## src/rtl/alu_operand_fwd_stage.sv

```systemverilog
// ALU operand-select stage with internal forwarding resolution,
// a one-cycle output register and saturating forward counters.
module alu_operand_fwd_stage #(
  parameter int DATA_W = 32,
  parameter int ADDR_W = 5,
  parameter int CNT_W  = 16
) (
  input  logic              Clk,
  input  logic              Rst,
  input  logic              stall,
  input  logic              flush,
  input  logic              in_valid,
  input  logic [ADDR_W-1:0] rs_addr,
  input  logic [ADDR_W-1:0] rt_addr,
  input  logic [DATA_W-1:0] rs_data,
  input  logic [DATA_W-1:0] rt_data,
  input  logic [DATA_W-1:0] imm,
  input  logic              alu_src,
  input  logic              exmem_wr,
  input  logic [ADDR_W-1:0] exmem_rd,
  input  logic [DATA_W-1:0] exmem_data,
  input  logic              memwb_wr,
  input  logic [ADDR_W-1:0] memwb_rd,
  input  logic [DATA_W-1:0] memwb_data,
  output logic [DATA_W-1:0] op_a,
  output logic [DATA_W-1:0] op_b,
  output logic              out_valid,
  output logic [1:0]        sel_a,
  output logic [1:0]        sel_b,
  output logic [CNT_W-1:0]  fwd_cnt_ex,
  output logic [CNT_W-1:0]  fwd_cnt_wb
);

  localparam logic [1:0] SRC_RF  = 2'd0;
  localparam logic [1:0] SRC_EX  = 2'd1;
  localparam logic [1:0] SRC_WB  = 2'd2;
  localparam logic [1:0] SRC_IMM = 2'd3;

  logic              ex_a, wb_a, ex_b, wb_b;
  logic [DATA_W-1:0] nxt_a, nxt_b;
  logic [1:0]        nxt_sel_a, nxt_sel_b;
  logic [1:0]        n_ex, n_wb;
  logic [CNT_W:0]    sum_ex, sum_wb;
  logic [CNT_W-1:0]  sat_ex, sat_wb;
  logic              capture;

  // Register 0 is hard-wired, so it never matches a forward.
  assign ex_a = exmem_wr && (exmem_rd == rs_addr) && (rs_addr != '0);
  assign wb_a = memwb_wr && (memwb_rd == rs_addr) && (rs_addr != '0);
  assign ex_b = exmem_wr && (exmem_rd == rt_addr) && (rt_addr != '0);
  assign wb_b = memwb_wr && (memwb_rd == rt_addr) && (rt_addr != '0);

  always_comb begin
    nxt_a     = rs_data;
    nxt_sel_a = SRC_RF;
    priority case (1'b1)
      ex_a: begin
        nxt_a     = exmem_data;
        nxt_sel_a = SRC_EX;
      end
      wb_a: begin
        nxt_a     = memwb_data;
        nxt_sel_a = SRC_WB;
      end
      default: ;
    endcase
  end

  always_comb begin
    nxt_b     = rt_data;
    nxt_sel_b = SRC_RF;
    priority case (1'b1)
      alu_src: begin
        nxt_b     = imm;
        nxt_sel_b = SRC_IMM;
      end
      ex_b: begin
        nxt_b     = exmem_data;
        nxt_sel_b = SRC_EX;
      end
      wb_b: begin
        nxt_b     = memwb_data;
        nxt_sel_b = SRC_WB;
      end
      default: ;
    endcase
  end

  always_comb begin
    n_ex = {1'b0, nxt_sel_a == SRC_EX}
         + {1'b0, nxt_sel_b == SRC_EX};
    n_wb = {1'b0, nxt_sel_a == SRC_WB}
         + {1'b0, nxt_sel_b == SRC_WB};
    sum_ex = {1'b0, fwd_cnt_ex}
           + {{(CNT_W-1){1'b0}}, n_ex};
    sum_wb = {1'b0, fwd_cnt_wb}
           + {{(CNT_W-1){1'b0}}, n_wb};
    // Carry out means the true sum passed the max.
    sat_ex = sum_ex[CNT_W] ? '1 : sum_ex[CNT_W-1:0];
    sat_wb = sum_wb[CNT_W] ? '1 : sum_wb[CNT_W-1:0];
  end

  assign capture = in_valid && !flush;

  always_ff @(posedge Clk) begin
    if (Rst) begin
      op_a       <= '0;
      op_b       <= '0;
      out_valid  <= 1'b0;
      sel_a      <= SRC_RF;
      sel_b      <= SRC_RF;
      fwd_cnt_ex <= '0;
      fwd_cnt_wb <= '0;
    end else if (!stall) begin
      op_a      <= nxt_a;
      op_b      <= nxt_b;
      sel_a     <= nxt_sel_a;
      sel_b     <= nxt_sel_b;
      out_valid <= capture;
      if (capture) begin
        fwd_cnt_ex <= sat_ex;
        fwd_cnt_wb <= sat_wb;
      end
    end
  end

endmodule

```

## config.mk

```make
export PLATFORM = sky130hd
export DESIGN_NAME = alu_operand_fwd_stage
export DESIGN_NICKNAME = d
export VERILOG_FILES = /design/src/rtl/alu_operand_fwd_stage.sv
export SDC_FILE = /design/constraint.sdc
export NUM_CORES = 1
export LEC_CHECK = 0
export ABC_CLOCK_PERIOD_IN_PS = 4300
export BUFFER_PORTS_ARGS = -buffer_cell sky130_fd_sc_hd__buf_4
export CORE_MARGIN = 3
export CORE_UTILIZATION = 47
export CTS_BUF_LIST = sky130_fd_sc_hd__clkbuf_16
export CTS_CLUSTER_DIAMETER = 100
export DETAILED_ROUTE_END_ITERATION = 8
export GPL_TIMING_DRIVEN = 1
export MAX_ROUTING_LAYER = met4
export PLACE_DENSITY_LB_ADDON = 0.2
export REMOVE_ABC_BUFFERS = 1
export SYNTH_ARGS = -nofsm -noshare
export SYNTH_HDL_FRONTEND = slang
export SYNTH_SLANG_ARGS = --single-unit
export TNS_END_PERCENT = 100
```

## constraint.sdc

```tcl
create_clock -name Clk -period 4.3 [get_ports Clk]
set_input_delay 0.645 -clock Clk [delete_from_list [all_inputs] [get_ports Clk]]
set_output_delay 0.645 -clock Clk [all_outputs]
set_load 0.02 [all_outputs]
```

==> run summary <==
The flow ran to the end, and the final reports show no timing, DRC or antenna violations. For the max-slew violation count, the log shows 0. The top cell types in the final layout, fill and taps aside, are buf_4 (296), dfxtp_1 (101), a21oi_1 (86), mux2i_1 (66), nor2b_1 (65).

Setup violations remaining at the end of the flow were counted as 0. The leading cell type in the layout, fill and taps excluded is buf_4. Broken down by cell family, the worst path's largest delay share belongs to simple AND/OR/NAND/NOR gates. Critical-path cell with the highest stage delay: or4_1. Detailed routing inserted a total of 6255 vias. For the number of ports placed on the die boundary, the log shows 289.

The global-route wire length before repair is 30.5 mm. The part of the cycle the worst path needs came out at 0.876. Entering global routing, the biggest net connects 91 pins. The run gives 5908 as the via count of the first global-routing pass. Summed over all nets, the half-perimeter wirelength after detailed placement is 13.8 mm.

The logs give 5 for the number of iterations in the first detailed-routing pass and 0.00335 ns for the final worst clock skew. The min-delay analysis places its worst path in the category reg -> reg. Relative to the synthesized area, the layout overhead comes to 40.2%. The total number of clock tree sinks was 101; the number of buffers and inverters on the critical path was 1. For the core area, the log shows 12700 um^2. The peak fanout along the critical path is 13, and the total of cells resized after clock tree synthesis is 0. The number of different library cells used by synthesis comes to 44. The port buffer count came out at 288. Dividing the detail-routed via count by the number of cells gives 5.42. The maximum resistive drop on vdd is 0.159 mV. The clock root buffer is clkbuf_16. The worst path needs 3.77 ns of the cycle, external delays included.

The hold-fix buffer count after cts came out at 0. The final weighted congestion in routability-driven placement came out at 0.850. Setup repair after global routing left no endpoint under its margin. In this run the remaining antenna-violating nets after routing total 0. The number of flops mapped to enable cells by yosys was 0.

The signal on the critical path passes through buf_4, or4_1, o211ai_1, o21ba_2, and2_1, fa_1, ha_1, nand2_1, nor3_1, nand3_1, and3_1, nor3_1. 0 antenna diodes ended up in the layout. The cell area reported after detailed placement is 8270 um^2, and the effective utilization at floorplan is 0.483. STA puts the critical path data required time at 4.57 ns.

In the synthesized netlist the dominant register cell turns out to be dfxtp_1. Summing internal, switching and leakage power gives 2470 uW. STA classifies the critical path endpoint as a register.

The width of the die is 120 um, and the number of nets in the layout is 1168. Data arrives at the worst endpoint at 4.04 ns. The longest clock path from root to sink contains 2 buffers. The slew of the pin with the lowest slew margin came out at 1.05 ns. For the number of hold violations in the final report, the log shows 0. The source-to-sink clock delay at the later pin of the worst-skew pair came out at 0.35 ns.

The tools report the first-iteration detailed-routing DRC count as 447. Clock-pin slew was measured on the worst setup and hold paths at 0.07 ns. Summed over all layers, the global routing overflow is 0. After synthesis the netlist holds a flip-flop and latch count of 101. Total global-route track usage: 0.272. In this run the vertical extent of the chip is 120 um. In this design, the stage delay of the slowest critical-path cell is 0.56 ns.

Summed over all layers, the routed wires come to 19.7 mm. The synthesized area is 6110 um^2. The fraction of registers with async set or reset after synthesis is 0, and the static leakage is 0.00347 uW. In this design, the critical path's most frequently occurring cell is nor3_1. Hold is met by 0.460 ns. After detailed routing, the average wire length per cell comes to 17.1 um. The number of clock buffers added by TritonCTS is 9. STA classifies the critical path startpoint as a primary input. The maximum level of the CTS H-tree came out at 3.

In the synthesized netlist, the number of instances is 723. For this design the ratio of total power to cell area is 288 nW/um^2. Timing would allow up to 265 MHz. Once the clock tree was built, the setup fixing pass inserted 0 buffers. The setup path with the least slack is of type in -> reg. The run gives 0 as the count of unresolved DRC violations after routing. Design area: 8570 um^2.

The fraction of the yosys area taken by sequential cells was 0.331; the share of post-route cells with drive strength above 1 was 0.353. The number of antenna violations at the first check in global routing is 0, and the die area is 14400 um^2. TritonCTS built the clock tree.

Number of maximum-capacitance violations: 0. For this run, the number of Yosys warnings is 0. After floorplanning, the core was divided into 41 placement rows. The relative slew slack is 0.302. After synthesis, the mean cell area works out to 8.46 um^2.
sequential cells by signal (all words and copies together), names as in the netlist:
signal	flops
sel_b	2
out_valid	1
fwd_cnt_ex	16
op_a	32
op_b	32
fwd_cnt_wb	16
sel_a	2
path summary, 6_finish.rpt:
kind | from | end | slack [ns] | cells past startpoint
max | rt_addr[1] | fwd_cnt_wb[13] | 0.53 | 12
min reg2reg | sel_a[1] | sel_a[1] | 0.46 | 2
min | sel_a[1] | sel_a[1] | 0.46 | 2
max reg2reg | fwd_cnt_wb[0] | fwd_cnt_wb[13] | 1.72 | 7
per-layer routing:
layer | track usage | up-vias | share of wire
met5 | - | - | 0
met4 | 0.102 | 0 | 0.030
met3 | 0.0495 | 41 | 0.068
met2 | 0.444 | 243 | 0.48
met1 | 0.336 | 2867 | 0.42
li1 | - | 3104 | -
Yosys cell counts (2+ instances only):
cell type	instances	area, um^2
a21oi_1	86	430
buf_4	9	67.6
mux2i_1	66	661
nor2_2	2	12.5
a41oi_1	2	17.5
xor2_1	18	158
o21ai_1	28	140
and2_1	2	12.5
nor3_1	7	35.0
and3_1	8	50.1
clkbuf_1	25	93.8
or2_2	2	12.5
dfxtp_1	101	2020
buf_8	3	45.0
fa_1	2	40.0
ha_1	2	25.0
nand2_1	61	229
o21ai_0	6	30.0
buf_1	3	11.3
a211oi_1	41	308
a31oi_1	39	244
nor3b_1	3	22.5
buf_2	13	65.1
nor2b_1	65	407
o211ai_1	2	15.0
or4_1	2	15.0
nor4_1	3	18.8
nand4_1	9	56.3
nand2b_1	2	12.5
nand3_1	8	40.0
xnor2_1	20	175
inv_1	35	131
or3b_1	2	17.5
a211oi_2	28	350
nor2_1	9	33.8
final cells by class:
| cell class | count | area, um^2 |
|---|---|---|
| Clock buffer | 9 | 225 |
| Clock inverter | 7 | 80.1 |
| Fill cell | 1098 | 4100 |
| Inverter | 35 | 131 |
| Multi-Input combinational cell | 533 | 3680 |
| Sequential cell | 101 | 2020 |
| Tap cell | 172 | 215 |
| Timing Repair Buffer | 296 | 2220 |
where the power goes:
group | internal [uW] | leakage, uW | switching (uW)
clock | 502 | 0.000149 | 361
combinational | 286 | 0.00249 | 305
sequential | 990 | 0.000832 | 27.8
total | 1780 | 0.00347 | 694
worst reg2reg max path: stages, from the launching register on:
cell     delay, ns
dfxtp_1       0.40
fa_1          0.25
ha_1          0.19
nand2_1       0.07
nor3_1        0.54
nand3_1       0.56
and3_1        0.38
nor3_1        0.12
metrics by stage:
stage	worst slack (ns)	utilization	TNS (ns)	std cells
finish	0.532	0.677	0	1153
detailed placement	0.151	0.653	0	1137
global route	0.260	0.677	0	1153
CTS	0.542	0.677	0	1153
global placement	0.232	0.653	0	1137
floorplan	-0.244	-	-0.376	669
logic make-up (layout without fill, tap and decap cells):
group / after synthesis / after routing / synth area share
compound gates: 236 / 236 / 0.257
simple gates: 189 / 189 / 0.169
flops: 101 / 101 / 0.331
buf+inv: 89 / 347 / 0.0696
mux: 66 / 66 / 0.108
xor+xnor: 38 / 38 / 0.0544
fa+ha+maj: 4 / 4 / 0.0106
Power figures use the tool's default switching activity.
